<file path="config.mk">
export PLATFORM = sky130hd
export DESIGN_NAME = pcm_pwm_dac_flat
export DESIGN_NICKNAME = d
export VERILOG_FILES = /design/src/rtl/pcm_pwm_pkg.sv /design/src/rtl/pcm_pwm_dac_if.sv /design/src/rtl/pcm_pwm_chan.sv /design/src/rtl/pcm_pwm_dac.sv /design/src/flat_wrapper.sv
export SDC_FILE = /design/constraint.sdc
export NUM_CORES = 1
export LEC_CHECK = 0
export CAP_MARGIN = 20
export CORE_UTILIZATION = 46
export CTS_BUF_LIST = sky130_fd_sc_hd__clkbuf_16
export CTS_CLUSTER_DIAMETER = 40
export DETAILED_ROUTE_END_ITERATION = 8
export PLACE_DENSITY = 0.78
export SYNTH_ARGS = -nofsm -noshare
export SYNTH_HDL_FRONTEND = slang
export SYNTH_SLANG_ARGS = --single-unit
</file>
<file path="constraint.sdc">
create_clock -name clk -period 1.79 [get_ports clk]
set_clock_uncertainty 0.15 [all_clocks]
set_input_delay 0.358 -clock clk [delete_from_list [all_inputs] [get_ports clk]]
set_output_delay 0.358 -clock clk [all_outputs]
set_load 0.01 [all_outputs]
</file>
<file path="src/rtl/pcm_pwm_pkg.sv">
// -----------------------------------------------------------------------------
// pcm_pwm_pkg
// Shared helpers for the PCM-to-PWM output stage.
//   PCM_W_MAX   : widest PCM word offset_conv() can take (left-aligned input)
//   PWM_RES_DEF : default duty resolution in bits
//   PERIOD      : carrier period in clk cycles at the default resolution
//   MIDSCALE    : duty that gives 50 % high time (silence) at the default resolution
//   offset_conv : two's complement -> offset binary on a left-aligned word
// -----------------------------------------------------------------------------
package pcm_pwm_pkg;

   localparam int PCM_W_MAX   = 32;
   localparam int PWM_RES_DEF = 8;
   localparam int PERIOD      = 1 << PWM_RES_DEF;
   localparam int MIDSCALE    = PERIOD / 2;

   // The word is passed left-aligned in PCM_W_MAX bits so one function serves
   // every PCM width: the sign bit is always bit PCM_W_MAX-1. Inverting it
   // maps two's complement onto offset binary; unsigned input passes through.
   function automatic logic [PCM_W_MAX-1:0] offset_conv(
      input logic [PCM_W_MAX-1:0] pcm,
      input logic                 signed_in
   );
      logic [PCM_W_MAX-1:0] res;
      res                = pcm;
      res[PCM_W_MAX-1]   = pcm[PCM_W_MAX-1] ^ signed_in;
      return res;
   endfunction

endpackage

</file>
<file path="src/rtl/pcm_pwm_dac_if.sv">
// -----------------------------------------------------------------------------
// pcm_pwm_dac_if
// Sample handshake between the sound core (master) and the PWM DAC (slave).
//   pcm_in    : CHANNELS packed PCM words, channel 0 in the LSBs
//   pcm_valid : source presents a sample set
//   pcm_ready : DAC holding buffer is empty; transfer on valid & ready at clk
// A source holding pcm_valid while pcm_ready is low must keep pcm_in stable.
// -----------------------------------------------------------------------------
interface pcm_pwm_dac_if #(
   parameter int CHANNELS = 2,
   parameter int PCM_W    = 16
);

   logic [CHANNELS*PCM_W-1:0] pcm_in;
   logic                      pcm_valid;
   logic                      pcm_ready;

   modport master (output pcm_in, output pcm_valid, input  pcm_ready);
   modport slave  (input  pcm_in, input  pcm_valid, output pcm_ready);

endinterface

</file>
<file path="src/rtl/pcm_pwm_chan.sv">
// -----------------------------------------------------------------------------
// pcm_pwm_chan
// One PWM channel: converts the held PCM word to a duty value at each update
// strobe and compares it against the shared carrier counter.
//   clk, rst : PWM clock, synchronous active-high reset
//   cnt      : shared carrier counter
//   update   : load a new duty (asserted on the carrier wrap cycle)
//   pcm      : raw PCM word of this channel from the holding buffer
//   pwm_out  : registered PWM bitstream, high while cnt < duty
// Optional macro PWM_SD_EN adds a first-order error-feedback requantiser so
// the time-averaged duty tracks the full PCM word; it assumes PWM_RES < PCM_W.
// -----------------------------------------------------------------------------
module pcm_pwm_chan
   import pcm_pwm_pkg::*;
#(
   parameter int PCM_W     = 16,
   parameter int PWM_RES   = PWM_RES_DEF,
   parameter bit SIGNED_IN = 1'b1,
   parameter int MID       = MIDSCALE
) (
   input  logic               clk,
   input  logic               rst,
   input  logic [PWM_RES-1:0] cnt,
   input  logic               update,
   input  logic [PCM_W-1:0]   pcm,
   output logic               pwm_out
);

   localparam int ERR_W = PCM_W - PWM_RES;

   logic [PCM_W-1:0]   off;
   logic [PWM_RES-1:0] duty;
   logic [PWM_RES-1:0] duty_next;

   // Left-align into the package word, convert, then shift back down.
   assign off = PCM_W'(offset_conv(PCM_W_MAX'(pcm) << (PCM_W_MAX - PCM_W), SIGNED_IN)
                       >> (PCM_W_MAX - PCM_W));

`ifdef PWM_SD_EN
   logic [ERR_W-1:0] err;
   logic [PCM_W:0]   sum;
   logic [PCM_W-1:0] sat;

   // NOTE: every variable driven here is assigned on every pass, so no latch
   // can be inferred; keep it that way when adding terms.
   always_comb begin
      sum = {1'b0, off} + (PCM_W+1)'(err);
      sat = sum[PCM_W] ? '1 : sum[PCM_W-1:0];
   end

   // Top bits become the duty, the discarded remainder is fed into the next
   // update so it is carried rather than lost.
   assign duty_next = sat[PCM_W-1 -: PWM_RES];

   always_ff @(posedge clk) begin
      if (rst) begin
         err <= '0;
      end else if (update) begin
         err <= sat[ERR_W-1:0];
      end
   end
`else
   assign duty_next = PWM_RES'(off >> ERR_W);
`endif

   // NOTE: state is updated with non-blocking assignments so every flop
   // samples pre-edge values regardless of statement order.
   always_ff @(posedge clk) begin
      if (rst) begin
         duty    <= PWM_RES'(MID);
         pwm_out <= 1'b0;
      end else begin
         if (update) begin
            duty <= duty_next;
         end
         // Strict compare: the maximum duty still leaves one low slot.
         pwm_out <= (cnt < duty);
      end
   end

endmodule

</file>
<file path="src/rtl/pcm_pwm_dac.sv">
// -----------------------------------------------------------------------------
// pcm_pwm_dac
// Multi-channel PCM-to-PWM output stage with a shared carrier counter, a
// one-deep sample holding buffer, carrier-aligned duty updates and sticky
// underrun detection.
//   clk, rst      : PWM clock, synchronous active-high reset
//   pcm           : sample handshake (pcm_pwm_dac_if, slave side)
//   pwm_out       : CHANNELS registered PWM bitstreams
//   period_start  : one-cycle pulse aligned with the first slot of a period
//   underrun      : sticky, a period ended with no fresh sample after priming
//   underrun_clr  : clears underrun (a simultaneous set wins)
// Optional macro PWM_SD_EN enables noise-shaped requantisation per channel;
// with it, the held sample is re-run through the error feedback on underrun.
// -----------------------------------------------------------------------------
module pcm_pwm_dac
   import pcm_pwm_pkg::*;
#(
   parameter int CHANNELS  = 2,
   parameter int PCM_W     = 16,
   parameter int PWM_RES   = PWM_RES_DEF,
   parameter bit SIGNED_IN = 1'b1
) (
   input  logic                clk,
   input  logic                rst,
   pcm_pwm_dac_if.slave        pcm,
   output logic [CHANNELS-1:0] pwm_out,
   output logic                period_start,
   output logic                underrun,
   input  logic                underrun_clr
);

   localparam int MID = 1 << (PWM_RES - 1);

   logic [PWM_RES-1:0]        cnt;
   logic                      hold_full;
   logic                      primed;
   logic [CHANNELS*PCM_W-1:0] hold_data;

   logic wrap;
   logic accept;
   logic starve;
   logic update;

   assign wrap          = (cnt == '1);
   assign pcm.pcm_ready = ~hold_full;
   assign accept        = pcm.pcm_valid & ~hold_full;
   // A wrap with an empty buffer after the first sample is an underrun.
   assign starve        = wrap & ~hold_full & primed;
   // Duty update on every wrap once primed: a fresh sample loads new duties;
   // an empty buffer re-presents the previous sample, which leaves a plain
   // truncated duty unchanged and keeps the requantiser's feedback running.
   assign update        = wrap & (hold_full | primed);

   always_ff @(posedge clk) begin
      if (rst) begin
         cnt          <= '0;
         hold_full    <= 1'b0;
         primed       <= 1'b0;
         underrun     <= 1'b0;
         period_start <= 1'b0;
      end else begin
         cnt          <= cnt + PWM_RES'(1);
         period_start <= (cnt == '0);

         // accept needs an empty buffer and the wrap only drains a full one,
         // so the two never coincide on the same buffer state.
         if (accept) begin
            hold_full <= 1'b1;
         end else if (wrap) begin
            hold_full <= 1'b0;
         end

         if (accept) begin
            primed <= 1'b1;
         end

         if (starve) begin
            underrun <= 1'b1;
         end else if (underrun_clr) begin
            underrun <= 1'b0;
         end
      end
   end

   // NOTE: sample storage carries no reset; hold_full/primed gate every use,
   // so stale contents after reset are never observed.
   always_ff @(posedge clk) begin
      if (accept) begin
         hold_data <= pcm.pcm_in;
      end
   end

   for (genvar c = 0; c < CHANNELS; c++) begin : g_chan
      pcm_pwm_chan #(
         .PCM_W     (PCM_W),
         .PWM_RES   (PWM_RES),
         .SIGNED_IN (SIGNED_IN),
         .MID       (MID)
      ) u_chan (
         .clk     (clk),
         .rst     (rst),
         .cnt     (cnt),
         .update  (update),
         .pcm     (hold_data[c*PCM_W +: PCM_W]),
         .pwm_out (pwm_out[c])
      );
   end

endmodule

</file>
<file path="src/flat_wrapper.sv">
// flat-port wrapper written by rule: the top's interface ports become plain ports
module pcm_pwm_dac_flat import pcm_pwm_pkg::*;
#(
   parameter int CHANNELS  = 2,
   parameter int PCM_W     = 16,
   parameter int PWM_RES   = PWM_RES_DEF,
   parameter bit SIGNED_IN = 1'b1
)
  (clk, rst, pwm_out, period_start, underrun, underrun_clr, pcm_pcm_in, pcm_pcm_valid, pcm_pcm_ready);
  pcm_pwm_dac_if #(.CHANNELS(CHANNELS), .PCM_W(PCM_W)) pcm_i ();
  input  logic clk;
  input  logic rst;
  output logic [CHANNELS-1:0] pwm_out;
  output logic period_start;
  output logic underrun;
  input  logic underrun_clr;
  input wire logic [$bits(pcm_i.pcm_in)-1:0] pcm_pcm_in;
  input wire logic [$bits(pcm_i.pcm_valid)-1:0] pcm_pcm_valid;
  output wire logic [$bits(pcm_i.pcm_ready)-1:0] pcm_pcm_ready;
  assign pcm_i.pcm_in = pcm_pcm_in;
  assign pcm_i.pcm_valid = pcm_pcm_valid;
  assign pcm_pcm_ready = pcm_i.pcm_ready;
  pcm_pwm_dac #(.CHANNELS(CHANNELS), .PCM_W(PCM_W), .PWM_RES(PWM_RES), .SIGNED_IN(SIGNED_IN)) u_core (.clk(clk), .rst(rst), .pcm(pcm_i), .pwm_out(pwm_out), .period_start(period_start), .underrun(underrun), .underrun_clr(underrun_clr));
endmodule
</file>
# Word-level counts from Yosys, hierarchy flattened
# Cells that the tools add are included.
# classes
order_cmp	2
n_reduce_logical	3
n_bitwise	8
n_eq_ne	1
n_addsub	1
mux	4
# ops
op	count
$lt A8 B8 Y1	2
$add A8 B1 Y8 const B	1
$eq A8 B8 Y1 const B	1
$logic_not A8 Y1	1
$and A1 B1 Y1	4
$mux W1	4
$reduce_bool A2 Y1	2
$not A1 Y1	3
$or A1 B1 Y1	1
# word_totals
word_cells	29
ff_bits	62
in_bits	36

# Depth between registers and ports, before layout
# Gate-level depths: netlist of the first run.
# logic_depth
depth_word	4
ltp_mapped	5
depth_no_buf	5

# Hierarchy
# Synthesis of the first run repeated with hierarchy kept, for this count alone.
# hier_totals
hier_cells	194
area_unflattened_um2	2441.1
# by_module_without_submodules
mod	area_each_um2	seq_area_each_um2	instances	cells_per_inst
pcm_pwm_dac	1467.7	1201.2	1	88
pcm_pwm_chan	486.7	180.2	2	53

# Worst setup path after synthesis of the first run
# Ideal clock, no wire load.
# synth_timing
kind	flip-flop to flip-flop
startpoint	register u_core.cnt[0]
endpoint	register u_core.g_chan[0].u_chan.duty[6]
setup_slack_ns	-0.023
setup_time_ns	0.072
path_stages_with_launch	6
t_arrival_ns	1.591
n_path_buf	1
path_cell_list	dfxtp_1 > ha_1 > nand4_4 > a211oi_4 > buf_8 > mux2i_1
# synth_via
elab_chain_len	2
# synth_lines
item	line	rtl
from (decl)	pcm_pwm_dac.sv:34	logic [PWM_RES-1:0] cnt;
from (signal assigned)	pcm_pwm_dac.sv:62	cnt <= cnt + PWM_RES'(1);
$eq A8 B8 Y1	pcm_pwm_dac.sv:44	assign wrap = (cnt == '1);
$and A1 B1 Y1	pcm_pwm_dac.sv:52	assign update = wrap & (hold_full | primed);
to (signal assigned)	pcm_pwm_chan.sv:70	duty <= PWM_RES'(MID);
to (signal assigned)	pcm_pwm_chan.sv:74	duty <= duty_next;
to (decl)	pcm_pwm_chan.sv:32	logic [PWM_RES-1:0] duty;
# Every way passes these cells.
# A chain may end at the register's enable or synchronous reset.

# Final worst setup path of the first run
# layout_timing
startpoint	register u_core.cnt[3]
endpoint	register u_core.g_chan[1].u_chan.duty[1]
# layout_via
elab_chain_len	2
# layout_lines
item	line
$eq A8 B8 Y1	pcm_pwm_dac.sv:44
$and A1 B1 Y1	pcm_pwm_dac.sv:52
to (signal assigned)	pcm_pwm_chan.sv:70
to (signal assigned)	pcm_pwm_chan.sv:74
to (decl)	pcm_pwm_chan.sv:32
# Every way passes these cells.

==> metrics.txt, run 1 <==
share of the clock period used by the worst path=97.3%; Core Box Area=4380 µm²; die height=69.8 µm; FF-to-FF End=u_core.g_chan[1].u_chan.duty[1]$_SDFFE_PP0P_; largest net degree at the start of global routing=22; crit path time final=1.74 ns; Slew @ Worst Pin=0.362 ns; Cell Chain, Critical Path=buf_6 -> nand4_4 -> buf_6 -> a211oi_4 -> clkbuf_16 -> mux2i_1; hold depth=2; Initial Utilization=48.2%; RSZ-0062 raised after global routing=true; Routed WL=3750 µm; Tot Pwr=2.18 mW; ys async rst share=0%; post-synthesis cell area=around 2100 µm²; clk root buf=clkbuf_16; R2R depth=6; most used cell, CP=buf_6; final setup vio count=0; DR pass1 iterations=4; Max H-tree Level=2; RD Place Congestion=0.764; n_diodes=0; Post-synth EDFFs=16; Sink Count=46; FP Rows=24; vias in the first global route=1411; CP Capture Type=register; Peak VDD IR=476 µV; Clock Latency Late Sink=0.28 ns; Worst slew margin=75.8%; f_max=574 MHz; hold endpoint=u_core.underrun$_SDFFE_PP0P_; fill count=337; #FFs+latches synth=46; Max Buffers Root-to-Sink=2; crit path DAT=1.80 ns; Area after DPL=2480 µm²; Syn Area/Cell=11.1 µm²; Hold WC Path Type=register to register; Hold Path Origin=u_core.underrun$_SDFFE_PP0P_; GR Util met3=roughly 4.8%; r2r startpoint=u_core.cnt[3]$_SDFF_PP0_; layout cells sized above 1=14.3%; PD cells=799 nW/µm²; CP max FO=8; Maximum Capacitance Violations=0; Startpoint Class=register; final hold viol count=0; Final HPWL DP=between 2000 and 2500 µm; CP Class=register to register; Slew Viols, Final=0; Syn Nets=242; antenna-violating nets left=0; Routed wire per std cell=13.3 µm; routed vias=about 1400; via/cell ratio=slightly above 5; critical path's slowest cell=dfxtp_4; first-pass GRT wire length=6090 µm; Reg2Reg Setup Slack=between 0.04 and 0.05 ns; clk slew on worst S/H paths=0.06 ns; Die Wd=between 60 and 70 µm; DR DRC count=0; outcome=finished, final reports clean; grt total ovfl=0; post-synthesis instance total=190; initial antenna violation count=0; CP max stage delay=0.38 ns; Finished Core Util=between 60% and 70%; met2 Usage GRT=approximately 29%; Synth Flop Type=dfxtp_1; WP data required=about 1.9 ns; hold_buf cts=0; Unique masters post-synth=32; register area share after synthesis=51.2%; die area=around 5000 µm²; Pleak=about 0.99 nW; synth warn=0; number of top-level pins=41; gr busiest metal=met2; total CTS buffers=5; GRT Resource Usage Total=between 10% and 20%; nets=281; met1 Track Usage GR=~18%; Initial DRC Count=45; Design Area, Final=between 2000 and 3000 µm²; CTS tree=yes; Area growth, synth to finish=28.9%; Port-buffer cells=24
## stage by stage
step                      std cells  TNS (ns)  setup WS [ns]  hold slack [ns]
after floorplan                 190         0         0.0305            0.290
after global placement          269    -0.908        -0.0778            0.306
after detailed placement        269     -1.35         -0.110            0.311
after CTS                       277         0        0.00854            0.322
after global routing            282  -0.00965       -0.00634            0.330
final                           282         0         0.0486            0.317
## synth_stat cells, types with 2 or more instances
cell type | number | area [µm²]
nand3_1 | 4 | 20.0
ha_1 | 16 | 200
nor3_1 | 2 | 10.0
a2111oi_0 | 2 | 17.5
nand2b_1 | 29 | 181
dfxtp_1 | 30 | 601
edfxtp_1 | 16 | 480
o2111a_1 | 2 | 22.5
a21oi_1 | 6 | 30.0
clkbuf_1 | 5 | 18.8
xor2_1 | 2 | 17.5
buf_4 | 2 | 15.0
nor3b_1 | 2 | 15.0
mux2i_1 | 16 | 160
nor2_1 | 10 | 37.5
inv_1 | 19 | 71.3
o211ai_1 | 2 | 15.0
nor2b_1 | 6 | 37.5
o21ai_0 | 4 | 20.0
a211oi_1 | 2 | 15.0
nand2_1 | 2 | 7.51
## critical path, delay by kind of cell, from the launching register on
family / cells / cell delay (ns)
buffers and inverters: 3 / 0.50
and+or+nand+nor: 1 / 0.10
DFF: 1 / 0.38
muxes: 1 / 0.18
AOI/OAI and AO/OA: 1 / 0.35
## worst max-delay path by stage
| stage | from | endpoint | slack, ns | cells after the start |
|---|---|---|---|---|
| final | u_core.cnt[3]$_SDFF_PP0_ | u_core.g_chan[1].u_chan.duty[1]$_SDFFE_PP0P_ | 0.05 | 6 |
| after global routing | u_core.cnt[0]$_SDFF_PP0_ | u_core.g_chan[0].u_chan.duty[4]$_SDFFE_PP0P_ | -0.006 | 6 |
| after CTS | u_core.g_chan[0].u_chan.duty[3]$_SDFFE_PP0P_ | u_core.g_chan[0].u_chan.pwm_out$_SDFF_PP0_ | 0.009 | 5 |
| after detailed placement | u_core.cnt[1]$_SDFF_PP0_ | u_core.g_chan[0].u_chan.duty[3]$_SDFFE_PP0P_ | -0.11 | 6 |
| after global placement | u_core.cnt[3]$_SDFF_PP0_ | u_core.g_chan[1].u_chan.pwm_out$_SDFF_PP0_ | -0.08 | 4 |
| after floorplan | u_core.cnt[0]$_SDFF_PP0_ | u_core.g_chan[0].u_chan.duty[6]$_SDFFE_PP0P_ | 0.03 | 5 |
## power by group
group / switching (mW) / internal, mW / leakage (nW)
Clock: 0.350 / 0.501 / 0.0776
Combinational: 0.0760 / 0.111 / 0.518
Sequential: 0.0181 / 1.12 / 0.399
## cell type report
class	count	area, µm²	area share, %
tap	52	65.1	2.39
clock buffer	5	125	4.60
timing repair buffer	40	422	15.5
multi-input combinational	117	936	34.4
inverter	19	71.3	2.62
clock inverter	3	11.3	0.414
sequential	46	1090	40.1
## layout by cell type (no fill, tap or decap), types with 2 or more instances in the layout
cell,netlist,routed
mux2i_1,16,16
edfxtp_1,16,16
dfxtp_4,0,2
nor3b_1,2,2
dfxtp_1,30,25
clkdlybuf4s50_1,0,23
o211ai_1,2,2
ha_1,16,15
a21oi_1,6,6
clkbuf_16,0,6
o21ai_0,4,3
xor2_1,2,2
buf_12,0,3
nor2b_1,6,6
o2111a_1,2,2
buf_4,2,10
nand3_1,4,4
nand2_1,2,2
buf_6,0,2
nand2b_1,29,29
nor2_1,10,10
nor3_1,2,2
inv_1,19,22
dfxtp_2,0,3
## sequential cells by signal (all words and copies together), names as in the netlist
name and flops:
u_core.period_start 1, u_core.cnt 8, u_core.hold_data 16, u_core.hold_full 1, u_core.underrun 1, u_core.g_chan.u_chan.duty 16, u_core.primed 1, u_core.g_chan.u_chan.pwm_out 2
## layer usage
layer | vias up | wire [µm]
met5 | - | 0
met4 | 0 | 52
met3 | 6 | 114
met2 | 20 | 1940
met1 | 682 | 1650
li1 | 724 | -
## logic make-up (layout without fill, tap and decap cells)
group                      count (synthesis)  count (layout)  share of synthesized area, %
AOI/OAI and AO/OA                         20              20                          6.99
and+or+nand+nor                           62              62                          17.8
adders and majority gates                 16              16                          9.48
muxes                                     16              16                          7.58
DFF                                       46              46                          51.2
buffers and inverters                     27              67                          5.69
xor gates and xnor gates                   3               3                          1.24
## repair_timing
action / 4_1_cts / 5_1_grt
hold endpoints to repair: 0 / 0
gates resized for setup: 5 / 12
buffers inserted: 0 / 4
pin swaps: 1 / 2
gates cloned: 0 / 1
setup endpoints to repair: 21 / 19
Power figures use the tool's default switching activity.
==> run 2: changes to the inputs <==
CORE_UTILIZATION = 30   (was 46)
PLACE_DENSITY = 0.56   (was 0.78)
TNS_END_PERCENT = 30   (was default)
==> run 2 against run 1 <==
Effect of this change:
- sequential share of layout area down 0.47 points
- flip-flop and latch count did not move
- die area grew 52%
==> metrics.txt, run 2 (synthesis results as in run 1) <==
Max Buffers Root-to-Sink=2; Hold Path Origin=u_core.underrun$_SDFFE_PP0P_; most common cell after layout, fill and taps aside=nand2b_1; largest net degree at the start of global routing=24; CP Capture Type=register; DR DRC count=0; first-pass GRT wire length=roughly 6300 µm; clk root buf=clkbuf_16; Initial DRC Count=62; die area=about 7400 µm²; Peak VDD IR=428 µV; WP data required=1.80 ns; Port-buffer cells=24; crit path time final=1.69 ns; Die Wd=85.9 µm; final setup vio count=0; layout cells sized above 1=16.6%; CTS tree=yes; Tot Pwr=2.18 mW; Routed WL=roughly 3600 µm; critical path startpoint=u_core.cnt[1]$_SDFF_PP0_; Area growth, synth to finish=30.5%; Core Box Area=a little under 7000 µm²; most frequent cells in the layout=nand2b_1, clkdlybuf4s50_1, dfxtp_1; routed vias=1393; final hold viol count=0; number of top-level pins=41; met1 Track Usage GR=between 10 and 15%; total CTS buffers=5; R2R depth=5; CP max FO=4; Routed wire per std cell=approximately 11 µm; share of the clock period used by the worst path=94.4%; Initial Utilization=a little under a third; gr busiest metal=met2; Maximum Capacitance Violations=0; GR Util met3=~3.6%; clk slew on worst S/H paths=0.06 ns; Max H-tree Level=2; die height=85.9 µm; PD cells=between 700 and 800 nW/µm²; via/cell ratio=4.29; setup TNS=0 ns; Startpoint Class=register; met2 Usage GRT=17.4%; Sink Count=46; n_diodes=0; FF+latch area=roughly 1100 µm²; Pleak=0.984 nW; FP Rows=30; DR pass1 iterations=4; vias in the first global route=1313; Worst slew margin=75.2%; Hold WS=0.313 ns; Slew @ Worst Pin=between 0.3 and 0.4 ns; Slew Viols, Final=0; Cell Chain, Critical Path=buf_4 -> ha_1 -> o211ai_1 -> o21ai_0 -> a2111oi_0; Regs by FF count=u_core.g_chan.u_chan.duty (16), u_core.hold_data (16), u_core.cnt (8); area occupied by multi-input gates=958 µm²; antenna-violating nets left=0; Clock Latency Late Sink=0.28 ns; initial antenna violation count=0; GRT Resource Usage Total=a little under an eighth; CP max stage delay=roughly 0.38 ns; Final HPWL DP=about 2500 µm; Hold WC Path Type=register to register; CP Class=register to register; nets=280; RD Place Congestion=0.739; critical path's slowest cell=a2111oi_0; r2r startpoint=u_core.cnt[1]$_SDFF_PP0_; fill count=679; grt total ovfl=0; outcome=finished, final reports clean; hold depth=2; f_max=592 MHz; crit path DAT=between 1.5 and 2 ns
## run 2: changes by cell type in the layout (fill, tap and decap cells not counted), sizes merged
cell / delta
clkbuf: -1
## run 2: where the power goes
group          switching, mW  total, mW  leakage (nW)  internal, mW
logic                 0.0736      0.182         0.507         0.109
registers             0.0172       1.14         0.400          1.12
clock network          0.362      0.864        0.0776         0.502
total                  0.453       2.18         0.984          1.73
## run 2: timing repair
action / CTS / global route
endpoints found under the setup margin: 19 / 4
hold buffers: 0 / 0
cloned: 0 / 0
setup buffers: 0 / 2
pin swaps: 1 / 5
resized for setup: 6 / 12
## run 2: metal layers
metal | up-vias | routed length (µm)
met2 | 19 | 1670
met3 | 6 | 124
met5 | - | 0
met1 | 637 | 1730
met4 | 0 | 78
li1 | 731 | -
## run 2: metrics by stage
stage               area [µm²]  utilization, %  std cells  setup WS [ns]
floorplan                 2110               -        190         0.0305
global placement          2550            37.5        315         -0.243
detailed placement        2550            37.5        315         -0.249
CTS                       2690            39.6        323         0.0250
global route              2760            40.6        325        -0.0212
finish                    2760            40.6        325          0.100
## run 2: final timing paths
check,to,slack [ns]
hold / removal,u_core.underrun$_SDFFE_PP0P_,0.31
hold reg to reg,u_core.underrun$_SDFFE_PP0P_,0.31
setup reg to reg,u_core.g_chan[1].u_chan.pwm_out$_SDFF_PP0_,0.10
setup / recovery,u_core.g_chan[1].u_chan.pwm_out$_SDFF_PP0_,0.10
## run 2: cell type report
class | instances | share of cell area (%)
well taps | 96 | 4.36
repair buffers | 39 | 13.7
clock inverters | 3 | 0.409
multi-input cells | 117 | 34.8
flip-flops and latches | 46 | 39.6
inverters | 19 | 2.59
clock buffers | 5 | 4.54
## run 2: worst max-delay path, delay by kind of cell, from the launching register on
kind / cells / cell delay (ns)
adders and majority gates: 1 / 0.26
buffers and inverters: 1 / 0.14
AOI/OAI and AO/OA: 3 / 0.65
DFF: 1 / 0.37
